### src/rtl/cpu_ctrl_seq_if.sv
// rtl/cpu_ctrl_seq_if.sv - instruction, ALU and status bus of the CPU control sequencer
//
// Purpose: bundles every non-clock signal of cpu_ctrl_seq.
//   master modport : sequencer side (cpu_ctrl_seq)
//   slave modport  : environment side (instruction source, ALU, output sink)
// Signals:
//   instr_valid / instr_ready / instr[9:0]  instruction handshake
//   alu_a, alu_b, alu_op                    registered operands/op to the ALU
//   alu_result                              combinational ALU result
//   out_data, out_valid                     OUT port and its one-cycle strobe
//   zero_flag, halted                       status
//   retire_cnt                              retired-instruction count (CPU_RETIRE_CNT_EN only)
// Optional feature macro: CPU_RETIRE_CNT_EN

interface cpu_ctrl_seq_if #(
  parameter int DATA_W = 4
`ifdef CPU_RETIRE_CNT_EN
  , parameter int RETIRE_CNT_W = 8
`endif
);
  logic              instr_valid;
  logic              instr_ready;
  logic [9:0]        instr;
  logic [DATA_W-1:0] alu_a;
  logic [DATA_W-1:0] alu_b;
  logic [1:0]        alu_op;
  logic [DATA_W-1:0] alu_result;
  logic [DATA_W-1:0] out_data;
  logic              out_valid;
  logic              zero_flag;
  logic              halted;
`ifdef CPU_RETIRE_CNT_EN
  logic [RETIRE_CNT_W-1:0] retire_cnt;
`endif

  modport master (
    input  instr_valid, instr, alu_result,
    output instr_ready, alu_a, alu_b, alu_op,
    output out_data, out_valid, zero_flag, halted
`ifdef CPU_RETIRE_CNT_EN
    , output retire_cnt
`endif
  );

  modport slave (
    output instr_valid, instr, alu_result,
    input  instr_ready, alu_a, alu_b, alu_op,
    input  out_data, out_valid, zero_flag, halted
`ifdef CPU_RETIRE_CNT_EN
    , input retire_cnt
`endif
  );
endinterface

### src/rtl/cpu_ctrl_seq.sv
// rtl/cpu_ctrl_seq.sv - control/sequencer stage feeding the 4-bit CPU ALU
//
// Purpose: accepts 10-bit instructions ([9:7] opcode, [6:5] rd, [4:3] rs,
// [3:0] imm), owns the register file, drives registered operands/opcode to
// the external combinational ALU and writes the result back one cycle later.
// Ports:
//   clk    rising-edge system clock
//   rst_n  asynchronous active-low reset
//   bus    cpu_ctrl_seq_if.master (instruction handshake, ALU bus, status)
// Optional feature macro: CPU_RETIRE_CNT_EN adds bus.retire_cnt.
// Opcodes: 000 ADD, 001 SUB, 010 AND, 011 NOT, 100 LDI, 101 MOV, 110 OUT, 111 HALT.

module cpu_ctrl_seq #(
  parameter int DATA_W       = 4,
  parameter int NUM_REGS     = 4,
  parameter int RETIRE_CNT_W = 8
) (
  input  logic          clk,
  input  logic          rst_n,
  cpu_ctrl_seq_if.master bus
);

  // Elaboration-time parameter sanity: register index is only 2 bits wide.
  if (NUM_REGS < 1 || NUM_REGS > 4 || DATA_W < 1 || RETIRE_CNT_W < 1) begin : g_bad_param
    $error("cpu_ctrl_seq: illegal parameter combination");
  end

  typedef enum logic [1:0] {
    ST_IDLE = 2'd0,
    ST_EXEC = 2'd1,
    ST_HALT = 2'd2
  } state_t;

  localparam logic [2:0] OP_LDI  = 3'b100;
  localparam logic [2:0] OP_MOV  = 3'b101;
  localparam logic [2:0] OP_OUT  = 3'b110;
  localparam logic [2:0] OP_HALT = 3'b111;

  state_t            state_q, state_d;
  logic [DATA_W-1:0] regs_q [NUM_REGS];
  logic [DATA_W-1:0] regs_d [NUM_REGS];
  logic [DATA_W-1:0] alu_a_q, alu_a_d;
  logic [DATA_W-1:0] alu_b_q, alu_b_d;
  logic [1:0]        alu_op_q, alu_op_d;
  logic [1:0]        exec_rd_q, exec_rd_d;
  logic [DATA_W-1:0] out_data_q, out_data_d;
  logic              out_valid_q, out_valid_d;
  logic              zero_q, zero_d;
  logic              halted_q, halted_d;

  // Instruction fields; imm overlaps the low bit of rs by design.
  logic [2:0] opcode;
  logic [1:0] rd;
  logic [1:0] rs;
  logic [3:0] imm;

  assign opcode = bus.instr[9:7];
  assign rd     = bus.instr[6:5];
  assign rs     = bus.instr[4:3];
  assign imm    = bus.instr[3:0];

  // Ready is gated by rst_n so that it is low for the whole reset interval,
  // not just after the first clock edge.
  logic instr_ready;
  logic accept;

  assign instr_ready = (state_q == ST_IDLE) && rst_n;
  assign accept      = bus.instr_valid && instr_ready;

  // Register file read ports; indices beyond NUM_REGS read as zero.
  logic [DATA_W-1:0] rd_val;
  logic [DATA_W-1:0] rs_val;

  always_comb begin
    rd_val = '0;
    rs_val = '0;
    for (int i = 0; i < NUM_REGS; i++) begin
      if (rd == 2'(i)) rd_val = regs_q[i];
      if (rs == 2'(i)) rs_val = regs_q[i];
    end
  end

  // Single shared write port: used by LDI/MOV in IDLE and by ALU writeback
  // in EXEC, which are mutually exclusive.
  logic              wr_en;
  logic [1:0]        wr_idx;
  logic [DATA_W-1:0] wr_data;
  logic              retire;

  always_comb begin
    state_d     = state_q;
    alu_a_d     = alu_a_q;
    alu_b_d     = alu_b_q;
    alu_op_d    = alu_op_q;
    exec_rd_d   = exec_rd_q;
    out_data_d  = out_data_q;
    out_valid_d = 1'b0;
    zero_d      = zero_q;
    halted_d    = halted_q;
    wr_en       = 1'b0;
    wr_idx      = 2'd0;
    wr_data     = '0;
    retire      = 1'b0;

    unique case (state_q)
      ST_IDLE: begin
        if (accept) begin
          case (opcode)
            OP_LDI: begin
              wr_en   = 1'b1;
              wr_idx  = rd;
              wr_data = DATA_W'(imm);
              zero_d  = (DATA_W'(imm) == '0);
              retire  = 1'b1;
            end
            OP_MOV: begin
              wr_en   = 1'b1;
              wr_idx  = rd;
              wr_data = rs_val;
              zero_d  = (rs_val == '0);
              retire  = 1'b1;
            end
            OP_OUT: begin
              out_data_d  = rd_val;
              out_valid_d = 1'b1;
              retire      = 1'b1;
            end
            OP_HALT: begin
              halted_d = 1'b1;
              state_d  = ST_HALT;
              retire   = 1'b1;
            end
            default: begin
              // ADD/SUB/AND/NOT: operands are captured here, so rd == rs
              // naturally reads the pre-writeback value.
              alu_a_d   = rd_val;
              alu_b_d   = rs_val;
              alu_op_d  = opcode[1:0];
              exec_rd_d = rd;
              state_d   = ST_EXEC;
            end
          endcase
        end
      end
      ST_EXEC: begin
        wr_en   = 1'b1;
        wr_idx  = exec_rd_q;
        wr_data = bus.alu_result;
        zero_d  = (bus.alu_result == '0);
        retire  = 1'b1;
        state_d = ST_IDLE;
      end
      ST_HALT: begin
        state_d = ST_HALT;
      end
      default: begin
        state_d = ST_IDLE;
      end
    endcase
  end

  always_comb begin
    for (int i = 0; i < NUM_REGS; i++) begin
      regs_d[i] = regs_q[i];
      if (wr_en && (wr_idx == 2'(i))) regs_d[i] = wr_data;
    end
  end

  always_ff @(posedge clk or negedge rst_n) begin
    if (!rst_n) begin
      state_q     <= ST_IDLE;
      alu_a_q     <= '0;
      alu_b_q     <= '0;
      alu_op_q    <= 2'b00;
      exec_rd_q   <= 2'd0;
      out_data_q  <= '0;
      out_valid_q <= 1'b0;
      zero_q      <= 1'b0;
      halted_q    <= 1'b0;
      for (int i = 0; i < NUM_REGS; i++) regs_q[i] <= '0;
    end else begin
      state_q     <= state_d;
      alu_a_q     <= alu_a_d;
      alu_b_q     <= alu_b_d;
      alu_op_q    <= alu_op_d;
      exec_rd_q   <= exec_rd_d;
      out_data_q  <= out_data_d;
      out_valid_q <= out_valid_d;
      zero_q      <= zero_d;
      halted_q    <= halted_d;
      for (int i = 0; i < NUM_REGS; i++) regs_q[i] <= regs_d[i];
    end
  end

`ifdef CPU_RETIRE_CNT_EN
  // Wraps naturally; no increments occur in HALT since retire stays low.
  logic [RETIRE_CNT_W-1:0] retire_cnt_q, retire_cnt_d;

  always_comb begin
    retire_cnt_d = retire_cnt_q;
    if (retire) retire_cnt_d = retire_cnt_q + 1'b1;
  end

  always_ff @(posedge clk or negedge rst_n) begin
    if (!rst_n) retire_cnt_q <= '0;
    else        retire_cnt_q <= retire_cnt_d;
  end

  assign bus.retire_cnt = retire_cnt_q;
`else
  logic unused_retire;
  assign unused_retire = retire;
`endif

  assign bus.instr_ready = instr_ready;
  assign bus.alu_a       = alu_a_q;
  assign bus.alu_b       = alu_b_q;
  assign bus.alu_op      = alu_op_q;
  assign bus.out_data    = out_data_q;
  assign bus.out_valid   = out_valid_q;
  assign bus.zero_flag   = zero_q;
  assign bus.halted      = halted_q;

endmodule

### src/flat_wrapper.sv
// flat-port wrapper written by rule: the top's interface ports become plain ports
module cpu_ctrl_seq_flat 
#(
  parameter int DATA_W       = 4,
  parameter int NUM_REGS     = 4,
  parameter int RETIRE_CNT_W = 8
)
  (clk, rst_n, bus_instr_valid, bus_instr, bus_alu_result, bus_instr_ready, bus_alu_a, bus_alu_b, bus_alu_op, bus_out_data, bus_out_valid, bus_zero_flag, bus_halted);
  cpu_ctrl_seq_if #(.DATA_W(DATA_W)) bus_i ();
  input  logic clk;
  input  logic rst_n;
  input wire logic [$bits(bus_i.instr_valid)-1:0] bus_instr_valid;
  input wire logic [$bits(bus_i.instr)-1:0] bus_instr;
  input wire logic [$bits(bus_i.alu_result)-1:0] bus_alu_result;
  output wire logic [$bits(bus_i.instr_ready)-1:0] bus_instr_ready;
  output wire logic [$bits(bus_i.alu_a)-1:0] bus_alu_a;
  output wire logic [$bits(bus_i.alu_b)-1:0] bus_alu_b;
  output wire logic [$bits(bus_i.alu_op)-1:0] bus_alu_op;
  output wire logic [$bits(bus_i.out_data)-1:0] bus_out_data;
  output wire logic [$bits(bus_i.out_valid)-1:0] bus_out_valid;
  output wire logic [$bits(bus_i.zero_flag)-1:0] bus_zero_flag;
  output wire logic [$bits(bus_i.halted)-1:0] bus_halted;
  assign bus_i.instr_valid = bus_instr_valid;
  assign bus_i.instr = bus_instr;
  assign bus_i.alu_result = bus_alu_result;
  assign bus_instr_ready = bus_i.instr_ready;
  assign bus_alu_a = bus_i.alu_a;
  assign bus_alu_b = bus_i.alu_b;
  assign bus_alu_op = bus_i.alu_op;
  assign bus_out_data = bus_i.out_data;
  assign bus_out_valid = bus_i.out_valid;
  assign bus_zero_flag = bus_i.zero_flag;
  assign bus_halted = bus_i.halted;
  cpu_ctrl_seq #(.DATA_W(DATA_W), .NUM_REGS(NUM_REGS), .RETIRE_CNT_W(RETIRE_CNT_W)) u_core (.clk(clk), .rst_n(rst_n), .bus(bus_i));
endmodule
### config.mk
export PLATFORM = sky130hd
export DESIGN_NAME = cpu_ctrl_seq_flat
export DESIGN_NICKNAME = d
export VERILOG_FILES = /design/src/rtl/cpu_ctrl_seq_if.sv /design/src/rtl/cpu_ctrl_seq.sv /design/src/flat_wrapper.sv
export SDC_FILE = /design/constraint.sdc
export NUM_CORES = 1
export LEC_CHECK = 0
export ABC_AREA = 1
export CAP_MARGIN = 20
export CORE_MARGIN = 8
export CORE_UTILIZATION = 30
export CTS_CLUSTER_DIAMETER = 120
export DETAILED_ROUTE_END_ITERATION = 12
export GPL_TIMING_DRIVEN = 0
export SLEW_MARGIN = 20
export SYNTH_ARGS = -nofsm -noshare
export SYNTH_HDL_FRONTEND = slang
export SYNTH_SLANG_ARGS = --single-unit
### constraint.sdc
create_clock -name clk -period 3.05 [get_ports clk]
set_input_delay 0.61 -clock clk [delete_from_list [all_inputs] [get_ports clk]]
set_output_delay 0.61 -clock clk [all_outputs]
set_load 0.02 [all_outputs]
* Word level (Yosys, flattened, before mapping)
Cells that the tools add are included.
** Storage, ports and cells
- Register bits :: 37
- Bits in latches :: 0
- Memory bits (writable) :: 0
- ROM bits :: 0
- Bits of input ports :: 17
- Output and inout port bits :: 18
- Word-level logic and storage cells :: 80
- Memories :: 0
** Operators by class
- Add/sub/neg operators :: 0
- $mul :: 0
- Divide/modulo/power cells :: 0
- Order comparisons :: 0
- Equality and inequality tests :: 18
- Shift operators :: 0
- Multiplexer cells :: 26
- Bitwise gates (word level) :: 1
- Reduce and logical (&&, ||, !) cells :: 22
** Operator list (count)
- 2-to-1 mux 4 bit :: 9
- one-hot mux 4 bit (2 select lines) :: 2
- equality test 2 bit, second input constant :: 7
- equality test 3 bit, second input constant :: 4
- zero test 4 bit :: 3
- one-hot mux 2 bit (2 select lines) :: 3
- AND reduction 3 bit :: 4
- equality test 2 x 1 -> 1 bit, second input constant :: 4
- zero test 2 bit :: 4
- logical AND 1 bit :: 6
- 2-to-1 mux 1 bit :: 6
- 2-to-1 mux 2 bit :: 3
- one-hot mux 1 bit (2 select lines) :: 3
- OR reduction 4 bit :: 1
- inequality test 3 bit, second input constant :: 1
- OR reduction 3 bit :: 1
- inequality test 2 x 1 -> 1 bit, second input constant :: 1
- inequality test 2 bit, second input constant :: 1
- AND reduction 2 bit :: 1
- nonzero test 2 bit :: 1
- OR reduction 2 bit :: 1
- NOT 1 bit :: 1

* Depth between registers and ports, before layout
- Depth after elaboration :: 9
- Depth in mapped cells :: 12
- Depth with buffers taken out :: 11

* Worst setup path before layout
Ideal clock, no wire load.
- Kind :: input to register
- Start :: input bus_instr[3]
- End :: register u_core.regs_q[15] (netlist bit)
- Library setup time :: 116 ps
- Arrival time :: 1461 ps
- Slack :: 1473 ps
- Stages :: 9
- Path buffers :: 1
- Path through :: buf_2 nand2_1 or2_2 nand3_1 nand2_1 nand2_1 nand2_2 nand2_1 nand2_1
** On the way
- Cells in the longest elaborated chain, start to end :: 8
** Ends and longest elaborated chain
- from (decl) :: line flat_wrapper.sv:13 : input wire logic [$bits(bus_i.instr)-1:0] bus_instr;
- zero test 2 bit :: line cpu_ctrl_seq.sv:79 : if (rs == 2'(i)) rs_val = regs_q[i];
- 2-to-1 mux 4 bit (4 in series) :: line cpu_ctrl_seq.sv:79
- one-hot mux 4 bit (2 select lines) * :: line cpu_ctrl_seq.sv:108 : case (opcode)
- 2-to-1 mux 4 bit * :: line cpu_ctrl_seq.sv:107 : if (accept) begin
- one-hot mux 4 bit (2 select lines) * :: line cpu_ctrl_seq.sv:105 : unique case (state_q)
- to (decl) :: line cpu_ctrl_seq.sv:40 : logic [DATA_W-1:0] regs_q [NUM_REGS];
Mark *: on every way between the ends. The rest lies on a longest branch, timed or not.
A chain may end at the register's enable or synchronous reset.

* Final worst setup path
- Start :: input rst_n
- End :: output bus_instr_ready
** On the way
- Cells in the longest elaborated chain, start to end :: 1
** Ends and longest elaborated chain
- from (decl) :: line flat_wrapper.sv:11 : input logic rst_n;
- logical AND 1 bit :: line cpu_ctrl_seq.sv:67 : assign instr_ready = (state_q == ST_IDLE) && rst_n;
- to (decl) :: line flat_wrapper.sv:15 : output wire logic [$bits(bus_i.instr_ready)-1:0] bus_instr_ready;
No other way between the ends.

==> flow_summary_export.csv <==
group,metric,value,unit
run_status,status,"finished clean",
clock_tree,cts_tree,"built",
synthesis,synth.distinct_cells,21,
clock_tree,ctsLongestPathBuffers,2,
grt,overflow,0,
critical_path,crit_fanout,16,
critical_path,crit_buf_inv,3,
synthesis,ys_seq_area_share,47.6,%
synthesis,yosys_warnings,0,
timing,holdWs,0.240,ns
timing,fin_skew,0.00329,ns
power_and_ir_drop,switching_share,23.2,%
clock_tree,post_cts_buffers,0,
critical_path,crit_chain,"buf_2 -> inv_1 -> nor2_1 -> clkdlybuf4s50_1",
clock_tree,cts_made_buffers,5,
power_and_ir_drop,p_clk_share,43.3,%
die,start_util,30.8,%
grt,antenna_found_initial,0,
drt,routedWlPerCell,13.3,um
critical_path,cp.required,2.44,ns
drt,firstDrtPassIters,4,
critical_path,crit_start,"rst_n",
worst_hold_path,worstHoldPathType,"in -> async",
drt,vias,1782,
cells_and_area,drive_gt1_share,12.2,%
die,chipHeight,96.5,um
grt,grtUsageTotal,11.9,%
grt,grt_pass1_wl,8.53,mm
power_and_ir_drop,combPwrFrac,7.5,%
cells_and_area,final_nets,320,
timing,finalCriticalPeriod,2.37,ns
grt,use_met1,15.1,%
power_and_ir_drop,power.density,399,nW/um^2
flow_run,cap_viol_max_count,0,
clock_tree,clock_tree.root_cell,"clkbuf_8",
critical_path,crit_path_start_kind,"primary input",
clock_tree,hold_buffers,0,
place,port_buffers,32,
power_and_ir_drop,p_switching,231,uW
timing,setup_violations,0,
timing,rsz0062_at_grt,"no",
die,die_area,9310,sq um
grt,grt_use_met2,19.4,%
timing,period_share,77.7,%
die,rows,29,
grt,busiest_layer,"met2",
synthesis,synth_nets,280,
clock_tree,cts_num_sinks,37,
critical_path,rr_worst_depth,8,
power_and_ir_drop,p_seq_share,49.2,%
timing,hold_viol_final,0,
grt,grt_max_degree,25,
clock_tree,cts_resized,0,
die,pin_count,35,
drt,drt-initial-drc-count,139,
grt,grt_pass1_vias,1740,
die,die_w,96.5,um
drt,vias_per_cell,4.68,
critical_path,max_stage_delay,0.60,ns
timing,maxSlewHeadroom,71.9,%
clock_tree,path_clk_slew,0.08,ns
critical_path,crit_path_top_delay_cell,"clkdlybuf4s50_1",
power_and_ir_drop,intPower,766,uW
clock_tree,htree_levels,2,
power_and_ir_drop,leakagePower,1.28,nW
critical_path,arrival,1.76,ns
clock_tree,clock_latency,0.29,ns
drt,ant_nets,0,
synthesis,synth-seq-cells,37,
critical_path,cp.depth,4,
critical_path,reg2reg_from,"u_core.state_q[1]",
synthesis,postSynthCellCount,263,
timing,tightest_slew,0.422,ns
synthesis,postSynthAreaPerCell,7.39,sq um
drt,drcViolationCount,0,
place,globalplace.congestion,0.882,
power_and_ir_drop,ir_worst_vdd,0.253,mV
timing,fmax,422,MHz
grt,gr-usage-met3,3.09,%
place,pre_cts_ws,0.636,ns
critical_path,cp-end-kind,"primary output",
power_and_ir_drop,p_total,997,uW
die,floorplan.core_area,6310,sq um
cells_and_area,area_delta_synth_final,28.5,%
place,dp_hpwl,3.97,mm
timing,maxSlewViolCount,0,
drt,wl,5.06,mm
synthesis,syn-cell-area,1940,sq um
cells_and_area,insertedDiodeCount,0,
critical_path,crit_type,"in -> out",
critical_path,critPathTopFamily,"buffers and inverters",
timing,worst_slack,0.681,ns
==> registers in the layout (all words and copies together), names as in the netlist <==
signal,flops
u_core.state_q,2
u_core.bus.halted,1
u_core.regs_q,16
u_core.bus.alu_a,4
u_core.exec_rd_q,2
u_core.bus.alu_op,2
u_core.bus.zero_flag,1
u_core.bus.out_data,4
u_core.bus.alu_b,4
u_core.bus.out_valid,1
==> per-layer routing <==
layer	share of wire, %	up-vias
met5	0	-
met4	1.1	0
met3	6.3	5
met2	47	44
met1	46	822
li1	-	911
==> area by class of cell <==
type	count	area [sq um]
fill	685	3810
sequential	37	926
multi-input combinational	200	916
timing repair buffer	33	343
tap	77	96.3
inverter	22	82.6
clock buffer	5	68.8
clock inverter	3	46.3
buffer	4	20.0
==> final timing paths <==
check | end | slack (ns)
setup / recovery | bus_instr_ready | 0.68
hold reg to reg | u_core.bus.halted | 0.46
setup reg to reg | u_core.regs_q[0] | 1.49
hold / removal | u_core.state_q[1] | 0.24
max in group asynchronous | u_core.regs_q[3] | 2.36
min in group clk | u_core.bus.halted | 0.46
==> cells in the mapped netlist <==
cell	count	share of area, %
nand3_1	18	4.6
nand2_2	6	1.9
nor3_1	2	0.51
inv_1	17	3.3
nor2_2	2	0.64
nand4_1	3	0.97
a21oi_1	2	0.51
nand3_2	1	0.51
nor4_1	1	0.32
or2_2	3	0.97
nand2_1	118	23
buf_2	4	1.0
o21bai_1	1	0.39
a22oi_4	1	1.1
nor3_2	1	0.51
dfrtp_1	37	48
a21oi_4	1	0.84
nor2_1	12	2.3
o21ai_0	25	6.4
inv_2	5	0.97
nor2_4	3	1.7
==> stage by stage <==
stage                     utilization, %  area (sq um)  cells  TNS [ns]
final                               39.6          2500    381         0
after CTS                           39.6          2500    381         0
after detailed placement            37.8          2380    373         0
after global routing                39.6          2500    381         0
after floorplan                        -          1940    263         0
after global placement              37.4          2360    372    -20.05
==> logic make-up after synthesis <==
logic type             after synthesis  synth area share, %
buffers and inverters               26                 5.28
and+or+nand+nor                    170                 37.8
AOI/OAI and AO/OA                   30                 9.27
DFF                                 37                 47.6
==> power groups by stage <==
| stage | Sequential (mW) | Combinational [mW] | Clock, mW |
|---|---|---|---|
| 6_report | 0.491 | 0.0745 | 0.432 |
| 5_1_grt | 0.491 | 0.0834 | 0.464 |
| 4_1_cts | 0.491 | 0.0755 | 0.445 |
| 3_5_place_dp | 0.501 | 0.0751 | 0 |
| 3_3_place_gp | 0.501 | 0.0710 | 0 |
| 2_1_floorplan | 0.501 | 0.0276 | 0 |
==> cell usage in the layout (no fill, tap or decap), drive strengths merged <==
cell,instances
a21oi,3
a22oi,1
buf,6
bufinv,1
clkbuf,5
clkdlybuf4s50,31
clkinv,1
clkinvlp,1
dfrtp,37
inv,22
nand2,124
nand3,19
nand4,3
nor2,17
nor3,3
nor4,1
o21ai,25
o21bai,1
or2,3
Power figures use the tool's default switching activity.
==> patch: new RTL, same flow settings <==
Re-encode `state_t` (3 states) as one-hot, 3 bits wide.
--- a/src/rtl/cpu_ctrl_seq.sv
+++ b/src/rtl/cpu_ctrl_seq.sv
@@ -27,6 +27,6 @@
 
-  typedef enum logic [1:0] {
-    ST_IDLE = 2'd0,
-    ST_EXEC = 2'd1,
-    ST_HALT = 2'd2
+  typedef enum logic [2:0] {
+    ST_IDLE = 3'b001,
+    ST_EXEC = 3'b010,
+    ST_HALT = 3'b100
   } state_t;
Formal check against the unedited RTL: same outputs for any inputs over 4 cycles, from zero or initial values and one cycle with rst_n low; so few cycles prove little.
==> patch against the unedited design <==
Critical path depth did not move; setup slack got worse by 0.16 ns; final area grew 2.5%; utilization shrank 1.3 points; area after synthesis increased by 4.6%; routed wire length increased by 2.1%; synthesized cell count is 3.0% higher; non-clock buffer count grew 2; sequential cell count rose by 1; critical endpoint unchanged.
Power is not compared: it rests on default switching activity, and its combinational part moved more than twofold at a synthesized area within 25%.
==> patch: results (changes against the unedited design) <==
synthTopCellsByArea: "dfrtp_1 (46%), nand2_1 (23%), nand3_1 (5.2%)"  # was dfrtp_1 (48%), nand2_1 (23%), o21ai_0 (6.4%)
dr_wl_met2_microns: 2410  # was 2350 microns
dpl_worst_slack_ns: 0.469  # was 0.636 ns
yosysSeqAreaShare_pct: 46.8  # was 47.6%
via_count: 1820  # was 1782
post_cts_buffers: 0  # unchanged
clk_pin_slew_ns: 0.08  # about the same
cp.arrival_ns: 1.92  # was 1.76 ns
yosysWarningCount: 0  # unchanged
fin_worst_skew_ns: 0.00720  # was 0.00329 ns
synth_cell_type_count: 25  # was 21
avgSynthCellArea_sq_um: 7.51  # was 7.39 sq um
fin_nets: 328  # was 320
synth_nets: 288  # was 280
cts-htree-levels: 2  # unchanged
met1_usage_pct: 14.3  # was 15.1%
grt_pass1_wl_microns: 8850  # was 8530 microns
drtIter0Drc: 123  # was 139
cpPeakStageDelay_ns: 0.61
root_buffer: "clkbuf_8"  # unchanged
port_buffers: 32  # unchanged
placed_area_sq_mm: 0.00248  # was 0.00238 sq mm
ys_top_cells_by_count: "nand2_1 (126), dfrtp_1 (37), inv_1 (21), nand3_1 (21), o21ai_0 (10)"  # was nand2_1 (118), dfrtp_1 (37), o21ai_0 (25), nand3_1 (18), inv_1 (17)
grt.total_usage_pct: 11.4  # was 11.9%
status: "complete, no violations"  # unchanged
drive_gt1_share_pct: 12.5  # was 12.2%
fillers: 718  # was 685
largest_reg_flops: 16  # unchanged
place_inst: 384  # was 373
grt_start_max_net_pins: 26  # was 25
wl_met1_microns: 2400  # was 2330 microns
relSlewSlack_pct: 58.2  # was 71.9%
wl_per_cell_microns: 13.2  # was 13.3 microns
dpl.hpwl_microns: 4110  # was 3970 microns
use_met3_pct: 3.84  # was 3.09%
instances_no_fill: 392  # was 381
cts_inserted_buffers: 5  # unchanged
gp_congestion: 0.857  # was 0.882
grt_use_met2_pct: 18.3  # was 19.4%
met3_wirelength_microns: 309  # was 318 microns
worstPathMaxFanout: 25  # was 16
[patch: worst paths after layout]
| path | from | to | slack [ns] |
|---|---|---|---|
| max | rst_n | bus_instr_ready | 0.52 |
| min | rst_n | u_core.bus.alu_op[1]$_DFFE_PN0P_ | 0.33 |
| max reg2reg | u_core.state_q[0]$_DFFE_PN1P_ | u_core.regs_q[11]$_DFFE_PN0P_ | 1.39 |
| min reg2reg | u_core.bus.alu_a[1]$_DFFE_PN0P_ | u_core.bus.alu_a[1]$_DFFE_PN0P_ | 0.47 |
| max in group asynchronous | rst_n | u_core.regs_q[4]$_DFFE_PN0P_ | 2.20 |
| min in group clk | u_core.bus.alu_a[1]$_DFFE_PN0P_ | u_core.bus.alu_a[1]$_DFFE_PN0P_ | 0.47 |
[patch: area by class of cell]
| cell class | count | area [sq um] | area share [%] |
|---|---|---|---|
| Sequential cell | 38 | 952 | 37.2 |
| Clock buffer | 6 | 72.6 | 2.83 |
| Tap cell | 80 | 100 | 3.91 |
| Inverter | 29 | 109 | 4.25 |
| Timing Repair Buffer | 33 | 343 | 13.4 |
| Buffer | 6 | 28.8 | 1.12 |
| Clock inverter | 2 | 10.0 | 0.391 |
| Multi-Input combinational cell | 198 | 945 | 36.9 |
[patch: power by group]
| group | total, mW | leakage, nW | internal (mW) | switching [mW] |
|---|---|---|---|---|
| clock network | 0.329 | 0.0450 | 0.158 | 0.170 |
| registers | 0.566 | 0.510 | 0.544 | 0.0219 |
| logic | 0.230 | 0.739 | 0.0995 | 0.131 |
[patch: cells by family (layout without fill, tap and decap cells)]
family | Yosys count | after routing | share of synthesized area [%]
AO/OA/AOI/OAI | 18 | 18 | 5.60
buffers and inverters | 35 | 76 | 6.76
flip-flops | 38 | 38 | 46.8
AND/OR/NAND/NOR | 180 | 180 | 40.8
